[src/rtl/d8_fetch.sv]
`default_nettype none
// ============================================================================
//  Module   : d8_fetch
//  Purpose  : Instruction fetch stage of the dumb8 pipeline. Owns the program
//             counter, drives a synchronous-read instruction memory and fills
//             the LI/DI pipeline latch. Honours the hazard-handler stall (en)
//             and the execute-stage jump redirect (br_valid/br_target). A
//             one-entry skid register preserves the in-flight memory word
//             when a stall arrives while a read is outstanding.
//  Ports    : sys_clk, sys_rst (async, active high)
//             en          - advance enable (1 = LI/DI may load)
//             br_valid    - jump taken, br_target = destination
//             imem_adr    - memory address (= pc)
//             imem_en     - read strobe, data returns next cycle
//             imem_dat    - read data {op, a, b, c}
//             li_di_op/a/b/c - registered LI/DI latch
//  Revision : 1.0 - initial release
// ============================================================================
module d8_fetch (
  input  logic        sys_clk,
  input  logic        sys_rst,
  input  logic        en,
  input  logic        br_valid,
  input  logic [7:0]  br_target,
  output logic [7:0]  imem_adr,
  output logic        imem_en,
  input  logic [31:0] imem_dat,
  output logic [7:0]  li_di_op,
  output logic [7:0]  li_di_a,
  output logic [7:0]  li_di_b,
  output logic [7:0]  li_di_c
);

  localparam logic [31:0] C_NOP = 32'h0000_0000;

  logic [7:0]  r_pc;
  logic        r_pend;      // read issued last cycle, imem_dat valid now
  logic        r_skid_v;
  logic [31:0] r_skid_dat;
  logic [31:0] r_li_di;

  assign imem_adr = r_pc;
  // Gated by reset so no read strobe escapes while state is being cleared.
  assign imem_en  = ~sys_rst & ~br_valid & en;

  assign li_di_op = r_li_di[31:24];
  assign li_di_a  = r_li_di[23:16];
  assign li_di_b  = r_li_di[15:8];
  assign li_di_c  = r_li_di[7:0];

  always_ff @(posedge sys_clk or posedge sys_rst) begin
    if (sys_rst) begin
      r_pc       <= 8'h00;
      r_pend     <= 1'b0;
      r_skid_v   <= 1'b0;
      r_skid_dat <= C_NOP;
      r_li_di    <= C_NOP;
    end else if (br_valid) begin
      // Flush: discard both the outstanding read and any skidded word.
      r_li_di  <= C_NOP;
      r_pc     <= br_target;
      r_pend   <= 1'b0;
      r_skid_v <= 1'b0;
    end else if (en) begin
      if (r_skid_v)
        r_li_di <= r_skid_dat;
      else if (r_pend)
        r_li_di <= imem_dat;
      else
        r_li_di <= C_NOP;
      r_skid_v <= 1'b0;
      r_pend   <= 1'b1;
      r_pc     <= r_pc + 8'd1;   // 8-bit modulo wrap
    end else begin
      // Hold: park the word returning this cycle so it is not lost.
      if (r_pend) begin
        r_skid_dat <= imem_dat;
        r_skid_v   <= 1'b1;
        r_pend     <= 1'b0;
      end
    end
  end

endmodule
`default_nettype wire

[config.mk]
export PLATFORM = sky130hd
export DESIGN_NAME = d8_fetch
export DESIGN_NICKNAME = d
export VERILOG_FILES = /design/src/rtl/d8_fetch.sv
export SDC_FILE = /design/constraint.sdc
export NUM_CORES = 1
export LEC_CHECK = 0
export ABC_AREA = 1
export CAP_MARGIN = 20
export CORE_MARGIN = 5
export CORE_UTILIZATION = 49
export DETAILED_ROUTE_END_ITERATION = 6
export HOLD_SLACK_MARGIN = 0.06
export MAX_ROUTING_LAYER = met4
export PLACE_DENSITY = 0.8
export SKIP_LAST_GASP = 1
export SLEW_MARGIN = 0
export SYNTH_ARGS = -nofsm -noshare
export SYNTH_HDL_FRONTEND = slang
export SYNTH_SLANG_ARGS = --single-unit
[constraint.sdc]
create_clock -name sys_clk -period 2.82 [get_ports sys_clk]
set_clock_uncertainty 0.05 [all_clocks]
set_input_delay 0.282 -clock sys_clk [delete_from_list [all_inputs] [get_ports sys_clk]]
set_output_delay 0.282 -clock sys_clk [all_outputs]
set_load 0.01 [all_outputs]
Word-level counts from Yosys, hierarchy flattened --
Cells that the tools add are included.
Word-level totals: output and inout port bits 41, flip-flop bits (word level) 74, input port bits 44, logic and storage cells 25
Operators by class: reduce and logical (&&, ||, !) cells 3, add/sub/neg operators 1, muxes and demuxes 11, bitwise operators 5
Operators by type and width (count):
- two-way mux 32 bit | 4
- two-way mux 8 bit | 2
- adder 8 x 1 -> 8 bit, second input constant | 1
- two-way mux 1 bit | 5
- NOT 1 bit | 3
- AND reduction 3 bit | 1
- nonzero test 3 bit | 1
- AND 1 bit | 2
- nonzero test 2 bit | 1

Longest topological paths before layout --
depth after elaboration 4, gate-level depth with buffers 7

Worst setup path before layout --
OpenSTA, ideal clock, no wires.
path type reg2reg, start register r_pc[1], in the netlist imem_adr[1], end register r_pc[6], in the netlist imem_adr[6], cell stages (with the launch flop) 7, library setup time 121 ps, required time 2649 ps, setup slack 1640 ps, arrival 1008 ps, period minus slack after synthesis 1180 ps, path through dfrtp_1 > ha_1 > nand3_1 > nor2_1 > nand2_1 > nand3_1 > nand2_1
On the way: word-level cells in the longest chain between the ends 3
RTL lines:
- from (decl) | RTL line 36 | logic [7:0] r_pc;
- from (signal assigned) | RTL line 61 | r_pc <= br_target;
- from (signal assigned) | RTL line 73 | r_pc <= r_pc + 8'd1;
- adder 8 x 1 -> 8 bit | RTL line 73
- two-way mux 8 bit | RTL line 64 | end else if (en) begin
- two-way mux 8 bit | RTL line 58 | end else if (br_valid) begin
No other way between the ends. The select of a mux whose other input is x is not followed. A chain may end at the register's enable or synchronous reset.

Worst setup path in the final report --
start input br_valid, end output imem_en
On the way: word-level cells in the longest chain between the ends 3
RTL lines:
- from (decl) | RTL line 23 | input logic br_valid,
- NOT 1 bit (no line)
- AND 1 bit (2 in series) | RTL line 44 | assign imem_en = ~sys_rst & ~br_valid & en;
- to (decl) | RTL line 26 | output logic imem_en,
No other way between the ends.

==> flow_metrics.py <==
metrics = {
    "status": {
        "status": "finished, final reports clean",
    },
    "yosys": {
        "avgSynthCellArea_um2": 8.298,
        "yosys-top-cells-area": "dfrtp_1 54%, nand2_1 20%, o21ai_2 5.6%",
        "ys_seq_elements": 74,
        "syn_inst": 413,
        "ys_seq_area_share_pct": 54.03,
        "synth_cell_types": 21,
        "yosys.area.top_type": "dfrtp_1",
        "yosys.area.top_type_share_pct": 54.03,
        "synthesis.area_mm2": 0.003427,
        "yosys_warnings": 0,
        "synthesis.nets": 458,
    },
    "clock_network": {
        "insertion_delay_ps": 330,
        "htree_num_levels": 3,
        "cts_max_path_buffers": 2,
        "clkSlewWorstSetupHoldPaths_ps": 70,
        "cts_tree": "built",
        "cts-resized-gates": 0,
        "cts_made_buffers": 9,
        "cts_setup_buffers": 0,
        "cts_hold_buf": 0,
        "cts-root-buf": "clkbuf_8",
        "cts.sinks": 74,
    },
    "global_route": {
        "grt_pass1_vias": 3022,
        "grt_start_max_net_pins": 75,
        "antenna_found_initial": 0,
        "grt_usage_pct": 19.77,
        "grt_pass1_wl_um": 13610,
        "overflow": 0,
    },
    "worst_setup_path": {
        "path_class": "input pin to primary output",
        "critPathMaxFanout": 11,
        "cp-start-kind": "input pin",
        "crit_arrival_ps": 1770,
        "worstPathRequired_ps": 2490,
        "cp-end-kind": "primary output",
    },
    "layout": {
        "num_antenna_cells": 0,
        "final_net_count": 537,
        "drive_above_1_share_pct": 9.677,
        "area_delta_synth_final_pct": 31.18,
        "fin_area_mm2": 0.004496,
    },
    "drt": {
        "drc": 0,
        "detail_route.wl_per_cell_um": 13.03,
        "drtIter0Drc": 118,
        "wl_met3_um": 478,
        "wl_met1_um": 3507,
        "top_layer": "met4",
        "vias": 2913,
        "dr.pass1.iters": 4,
        "route.antenna.remaining_nets": 0,
        "routed_wl_um": 7715,
        "dr_wl_met2_um": 3687,
        "via_per_inst": 4.921,
    },
    "die": {
        "rows": 30,
        "start_util_pct": 50.44,
        "core_region_area_mm2": 0.006794,
        "dieHeight_um": 93.63,
        "die-area_mm2": 0.008767,
        "fp.dieW_um": 93.63,
        "pin_count": 85,
    },
    "pwr": {
        "report.power.total_w": 0.002427,
        "vdd.ir_drop.worst_uv": 239.0,
        "p_leak_nw": 2.214,
        "powerDensity_mw_per_mm2": 539.9,
    },
    "timing": {
        "hold_violations": 0,
        "slew_viol_final": 0,
        "fin_tns_setup_ps": 0,
        "finalSetupViolations": 0,
        "period_minus_slack_ps": 2107,
        "post-route-period-util_pct": 74.71,
        "rsz0062_at_grt": "false",
        "slew_headroom_pct": 58.72,
        "fmax_ghz": 0.4747,
        "tightest_slew_ps": 617.0,
    },
    "place": {
        "dpl_cell_area_mm2": 0.004310,
        "gp_congestion": 0.8321,
        "post-dp-hpwl_um": 5081,
        "port-buffer-count": 84,
    },
    "hold_path": {
        "hp-class": "input pin to async pin",
    },
    "run": {
        "cap_violations": 0,
    },
}
## layer usage
metal | vias to the layer above | GRT usage, %
li1 | 1441 | -
met1 | 1378 | 25.51
met2 | 90 | 31.21
met3 | 4 | 4.183
met4 | 0 | 6.739
met5 | - | -
## cells in the mapped netlist
| library cell | count |
|---|---|
| nand2_1 | 181 |
| buf_4 | 1 |
| o21ai_2 | 22 |
| xnor2_1 | 1 |
| nand2_2 | 1 |
| ha_1 | 1 |
| o21ai_1 | 20 |
| buf_2 | 12 |
| nand3_1 | 8 |
| o21bai_1 | 2 |
| a22oi_1 | 7 |
| clkbuf_1 | 4 |
| buf_6 | 6 |
| nor3_1 | 1 |
| nor2_1 | 4 |
| o21ai_0 | 26 |
| nor2_2 | 1 |
| dfrtp_1 | 74 |
| inv_2 | 1 |
| inv_1 | 39 |
| nor2_4 | 1 |
## where the power goes
part | total (W) | switching (W) | internal [W] | leakage, nW
logic | 0.000392 | 0.000199 | 0.000193 | 1.15
clock network | 0.000790 | 0.000364 | 0.000426 | 0.0962
registers | 0.00125 | 0.0000714 | 0.00117 | 0.968
total | 0.00243 | 0.000634 | 0.00179 | 2.21
## area by class of cell
class	instances	area [um^2]
fill	597	2298
clock inverter	3	40.04
sequential	74	1852
clock buffer	12	145.1
timing repair buffer	91	905.9
multi-input combinational	276	1282
inverter	40	150.1
tap	96	120.1
## state kept, by name (all words and copies together), names as in the netlist
name        cells
r_pend          1
r_li_di        32
r_skid_v        1
r_skid_dat     32
imem_adr        8
## critical path, stage by stage
cell and delay [ps]:
clkdlybuf4s50_1 650, nor3_1 270, clkdlybuf4s50_1 570
## metrics by stage
step | hold WS (ps) | instances | util, % | setup WS (ps)
finish | 335.9 | 592 | 66.17 | 713.2
global placement | 412.2 | 577 | 63.44 | 734.4
global route | 390.8 | 592 | 66.17 | 584.3
CTS | 365.4 | 592 | 66.17 | 706.5
detailed placement | 418.3 | 577 | 63.44 | 712.4
floorplan | 364.9 | 413 | - | 606.4
## cells in the final DEF (no fill, tap or decap), drive strengths merged
cell,netlist,final
nand2,182,182
inv,40,40
clkinv,0,2
nand3,8,8
buf,19,7
ha,1,1
xnor2,1,1
o21bai,2,2
a22oi,7,7
nor2,6,6
clkbuf,4,12
bufinv,0,1
o21ai,68,68
nor3,1,1
clkdlybuf4s50,0,84
dfrtp,74,74
## final timing paths
kind,from,to,slack [ps],depth (start not counted)
min in group sys_clk,r_li_di[4]$_DFFE_PP0N_,r_li_di[4]$_DFFE_PP0N_,430,2
hold reg to reg,r_li_di[4]$_DFFE_PP0N_,r_li_di[4]$_DFFE_PP0N_,430,2
hold / removal,sys_rst,imem_adr[2]$_DFFE_PP0N_,340,3
max in group asynchronous,sys_rst,r_skid_dat[10]$_DFFE_PP0P_,2060,3
setup / recovery,br_valid,imem_en,710,3
setup reg to reg,r_skid_v$_DFFE_PP0P_,r_li_di[12]$_DFFE_PP0N_,1440,5
## kinds of logic (layout without fill, tap and decap cells)
group                      Yosys count  in the layout  share of synthesized area (%)
adders and majority gates            1              1                         0.3650
AOI/OAI and AO/OA                   77             77                          14.31
DFF                                 74             74                          54.03
buffers and inverters               63            146                          8.762
xor gates and xnor gates             1              1                         0.2556
and+or+nand+nor                    197            197                          22.27
Note: power is estimated with default switching activity, not from simulation.
